==> config.mk <==
export PLATFORM = sky130hd
export DESIGN_NAME = coreuart_sync_fifo
export DESIGN_NICKNAME = d
export VERILOG_FILES = /design/src/rtl/coreuart_sync_fifo.sv
export SDC_FILE = /design/constraint.sdc
export NUM_CORES = 2
export LEC_CHECK = 0
export ABC_AREA = 1
export CORE_AREA = 10 10 398 400
export CTS_CLUSTER_DIAMETER = 100
export DETAILED_ROUTE_END_ITERATION = 10
export DIE_AREA = 0 0 408 410
export PLACE_DENSITY = 0.73
export SYNTH_ARGS = -nofsm -noshare
export SYNTH_HDL_FRONTEND = slang
export SYNTH_SLANG_ARGS = --single-unit
export TNS_END_PERCENT = 1
==> constraint.sdc <==
create_clock -name CLK -period 3 [get_ports CLK]
set_input_delay 0.3 -clock CLK [delete_from_list [all_inputs] [get_ports CLK]]
set_output_delay 0.3 -clock CLK [all_outputs]
set_load 0.05 [all_outputs]
==> src/rtl/coreuart_sync_fifo.sv <==
// Parametrised single-clock FIFO for the CoreUART RX/TX paths, with inferred RAM storage.
// Latency: a read returns registered data on DO one cycle after RE; written data is readable from the next cycle.
// Backpressure: a write into a full FIFO is dropped unless paired with a read; refused accesses raise sticky OVF/UDF.
module coreuart_sync_fifo #(
  parameter int WIDTH      = 8,
  parameter int DEPTH_LOG2 = 8
) (
  input  logic                  CLK,
  input  logic                  RESET_N,
  input  logic                  CLR,
  input  logic                  WE,
  input  logic [WIDTH-1:0]      DI,
  input  logic                  RE,
  output logic [WIDTH-1:0]      DO,
  output logic                  DVALID,
  input  logic [DEPTH_LOG2:0]   AFULL_LVL,
  input  logic [DEPTH_LOG2:0]   AEMPTY_LVL,
  output logic [DEPTH_LOG2:0]   COUNT,
  output logic                  FULL,
  output logic                  EMPTY,
  output logic                  AFULL,
  output logic                  AEMPTY,
  output logic                  OVF,
  output logic                  UDF
);

  localparam int DEPTH = 1 << DEPTH_LOG2;
  // Occupancy value meaning "full": only the top bit of COUNT set.
  localparam logic [DEPTH_LOG2:0] DEPTH_CNT = {1'b1, {DEPTH_LOG2{1'b0}}};

  logic [WIDTH-1:0]      mem_q [DEPTH];
  logic [DEPTH_LOG2-1:0] wp_q, wp_d;
  logic [DEPTH_LOG2-1:0] rp_q, rp_d;
  logic [DEPTH_LOG2:0]   count_q, count_d;
  logic [WIDTH-1:0]      do_q, do_d;
  logic                  dvalid_q, dvalid_d;
  logic                  ovf_q, ovf_d;
  logic                  udf_q, udf_d;
  logic                  full, empty;
  logic                  wr_ok, rd_ok;

  // Status flags are plain decodes of the registered occupancy.
  always_comb begin
    full  = (count_q == DEPTH_CNT);
    empty = (count_q == '0);
    // A full FIFO still takes a write when a read frees a slot in the same cycle.
    // A flush overrides both ports.
    wr_ok = WE & (~full | RE) & ~CLR;
    rd_ok = RE & ~empty & ~CLR;
  end

  // Next-state for pointers, occupancy, read register and sticky error flags.
  always_comb begin
    wp_d     = wp_q;
    rp_d     = rp_q;
    count_d  = count_q;
    do_d     = do_q;
    dvalid_d = 1'b0;
    ovf_d    = ovf_q;
    udf_d    = udf_q;
    if (CLR) begin
      // Flush resets bookkeeping only; DO and RAM contents are left alone.
      wp_d    = '0;
      rp_d    = '0;
      count_d = '0;
      ovf_d   = 1'b0;
      udf_d   = 1'b0;
    end else begin
      // Pointers wrap silently; COUNT tells full from empty.
      wp_d     = wp_q + DEPTH_LOG2'(wr_ok);
      rp_d     = rp_q + DEPTH_LOG2'(rd_ok);
      count_d  = count_q + (DEPTH_LOG2+1)'(wr_ok) - (DEPTH_LOG2+1)'(rd_ok);
      dvalid_d = rd_ok;
      if (rd_ok) begin
        do_d = mem_q[rp_q];
      end
      if (WE & full & ~RE) begin
        ovf_d = 1'b1;
      end
      if (RE & empty) begin
        udf_d = 1'b1;
      end
    end
  end

  // Storage write port; no reset so the array maps onto block RAM.
  always_ff @(posedge CLK) begin
    if (wr_ok) begin
      mem_q[wp_q] <= DI;
    end
  end

  // Control state and the RAM output register, cleared asynchronously.
  always_ff @(posedge CLK or negedge RESET_N) begin
    if (!RESET_N) begin
      wp_q     <= '0;
      rp_q     <= '0;
      count_q  <= '0;
      do_q     <= '0;
      dvalid_q <= 1'b0;
      ovf_q    <= 1'b0;
      udf_q    <= 1'b0;
    end else begin
      wp_q     <= wp_d;
      rp_q     <= rp_d;
      count_q  <= count_d;
      do_q     <= do_d;
      dvalid_q <= dvalid_d;
      ovf_q    <= ovf_d;
      udf_q    <= udf_d;
    end
  end

  // Threshold compares are unsigned, so level 0 pins AFULL high and levels above DEPTH pin it low.
  always_comb begin
    DO     = do_q;
    DVALID = dvalid_q;
    COUNT  = count_q;
    FULL   = full;
    EMPTY  = empty;
    AFULL  = (count_q >= AFULL_LVL);
    AEMPTY = (count_q <= AEMPTY_LVL);
    OVF    = ovf_q;
    UDF    = udf_q;
  end

endmodule
==> qor.yml <==
run_status:
  outcome: "finished, final reports clean"
yosys:
  synth_top_area_share_pct: 72.1
  avgSynthCellArea_um2: 11.5
  synth_nets: 7493
  syn_inst: 7427
  ys_ff_latch: 2084
  synth_ff_type: "edfxtp_1"
  synth_edf_count: 2048
  syn_area_um2: 85300
  synth_commonest_cells: "nand2_1, edfxtp_1, nand3_1, nor2_1, buf_2"
  synth_most_common_cell: "nand2_1"
  ys_types: 33
  yosysWarnings: 0
  synth_seq_area_share_pct: 73.2
  synth.area.top_cells: "edfxtp_1, nand2_1, nand3_1"
  yosysTopAreaCell: "edfxtp_1"
  synth-async-reset-ratio_pct: 1.73
clock_network:
  cts_tree: "yes"
  clk_latency_ns: 0.83
  numClockSinks: 2084
  root_buffer: "clkbuf_16"
  numCtsBuffers: 199
  ctsHtreeMaxLevel: 4
  clk_pin_slew_ns: 0.06
  cts.path.max_buffers: 3
global_routing:
  antenna_found_initial: 3
  grt_max_degree: 121
  grt_pass1_vias: 55400
  grt_remaining_overflow: 0
  grtUsageTotal_pct: 26.9
  grt_first_pass_wirelength_um: 343000
finish:
  drive_above_1_share_pct: 10.2
  syn_to_final_growth_pct: 14.1
  nets: 7720
  stdcell_area_um2: 97300
  fillers: 10900
  diodes: 0
  final_util_pct: 64.5
floorplan:
  initial_utilization_pct: 56.5
  core_um2: 151000
  die-area_um2: 167000
  die_height_um: 410
  ios: 55
  rows: 143
  die_w_um: 408
flow_run:
  max_cap_violations: 0
power:
  max-vdd-ir-drop_mv: 0.540
  p_per_area_nw_per_um2: 659
  p_leak_nw: 35.7
sta:
  tns_ns: 0
  hold_viol_final: 0
  max_freq_ghz: 0.334
  min_period_ns: 2.99
  rsz0062_at_grt: "true"
  maxSlewViolCount: 0
  final.period_utilization_pct: 99.7
  tightest_slew_ns: 1.01
  setup_viol: 0
  slew_headroom_pct: 32.7
  finalClockSkew_ns: 0.0456
routing:
  drtAntennaViolNets: 0
  route.detailed.drc: 0
  num_vias: 58100
  drt-vias-per-instance: 5.91
  wl_um: 230000
  drt_iter0_markers: 8358
  dr.pass1.iters: 6
  avgRoutedWirePerCell_um: 23.4
placement:
  placed_cell_area_um2: 90600
  gp_congestion: 0.920
  dpl.hpwl_um: 138000
  io_buffers: 54
min_path:
  holdCritPathClass: "input port to flip-flop"
  whs_path_depth: 3
setup_path:
  end_kind: "flip-flop"
  critPathKind: "flip-flop to flip-flop"
  reg2reg_depth: 22
  arrival_ns: 3.70
  crit_fanout: 2
  startpoint_type: "flip-flop"
  worstPathRequired_ns: 3.71
## cell families (layout without fill, tap and decap cells)
| logic type | Yosys count | in the layout | synth area share, % |
|---|---|---|---|
| XOR/XNOR | 1 | 1 | 0.0103 |
| AO/OA/AOI/OAI | 302 | 302 | 1.85 |
| adder cells (fa/ha/maj) | 35 | 35 | 0.522 |
| flip-flops | 2084 | 2084 | 73.2 |
| AND/OR/NAND/NOR | 4475 | 4475 | 21.7 |
| buffers and inverters | 530 | 910 | 2.80 |
## critical path, cell delays in order (launching register included)
cell      delay, ns
dfrtp_2        0.41
inv_2          0.08
ha_4           0.14
nand3_4        0.09
nor2_4         0.12
inv_2          0.06
nor2_4         0.09
inv_2          0.06
nand3_4        0.07
clkinv_4       0.06
ha_4           0.25
inv_2          0.03
ha_4           0.15
fa_2           0.36
nand2_2        0.07
inv_2          0.04
o21ai_2        0.12
and2_4         0.16
nor2_2         0.04
o21ai_1        0.13
nand2_1        0.12
o21ai_2        0.17
a21oi_2        0.05
## registers in the layout, indices dropped and copies added, names as in the netlist
signal,cells
OVF,1
DVALID,1
mem_q,2048
COUNT,9
UDF,1
DO,8
wp_q,8
rp_q,8
## final timing paths
path | start | to | slack (ns)
hold reg to reg | OVF | OVF | 0.50
hold / removal | WE | OVF | 0.09
max in group asynchronous | RESET_N | rp_q[1] | 2.13
setup / recovery | COUNT[6] | COUNT[6] | 0.01
min in group asynchronous | RESET_N | COUNT[1] | 0.14
setup reg to reg | COUNT[6] | COUNT[6] | 0.01
## per-stage QoR
stage	hold slack, ns	power [mW]	worst slack, ns	instances
after detailed placement	0.480	39.9	-0.0792	9470
after floorplan	0.00441	37.1	-0.241	7427
final	0.0877	64.1	0.00966	9837
after CTS	0.0538	64.0	-0.0679	9833
after global routing	0.128	66.2	-0.169	9837
after global placement	0.484	39.7	-0.0663	9470
## routing by layer
layer	global-route usage (%)	up-vias	routed length, um
met2	42.3	3484	106000
li1	-	26200	-
met1	36.1	27900	87000
met4	10.8	0	9650
met3	6.44	546	27000
met5	0	-	0
## cell usage in the layout, fill, tap and decap left out, types with 12 or more instances in the layout
cell and count:
nand2_1 2830, edfxtp_1 2048, nand3_1 1307, buf_4 338, nor2_1 277, a21oi_1 261
clkbuf_16 202, buf_12 81, inv_1 54, clkinv_1 45, clkdlybuf4s50_1 41, clkbuf_1 39
ha_1 28, nor2_2 27, clkinv_2 26, dfrtp_1 24, bufinv_16 18, clkinvlp_4 12
## repair_timing
action                     CTS  global route
hold endpoints to repair   392             0
setup endpoints to repair  162           639
setup buffers                0             4
resized for setup            9            46
hold buffers                 9             0
pin swaps                    1            12
## power breakdown
group          switching, mW  internal, mW  total [mW]
sequential             0.156          32.1        32.2
combinational           5.18          2.23        7.40
clock                   10.6          13.9        24.5
## cell type report
| cell class | count | area [um2] | share of cell area, % |
|---|---|---|---|
| clock inverter | 112 | 1150 | 1.18 |
| sequential | 2084 | 62400 | 64.2 |
| inverter | 74 | 322 | 0.331 |
| clock buffer | 242 | 5220 | 5.36 |
| tap | 2030 | 2540 | 2.61 |
| multi-input combinational | 4813 | 20800 | 21.4 |
| timing repair buffer | 482 | 4850 | 4.98 |
No activity file was read; power rests on OpenSTA's default activity.
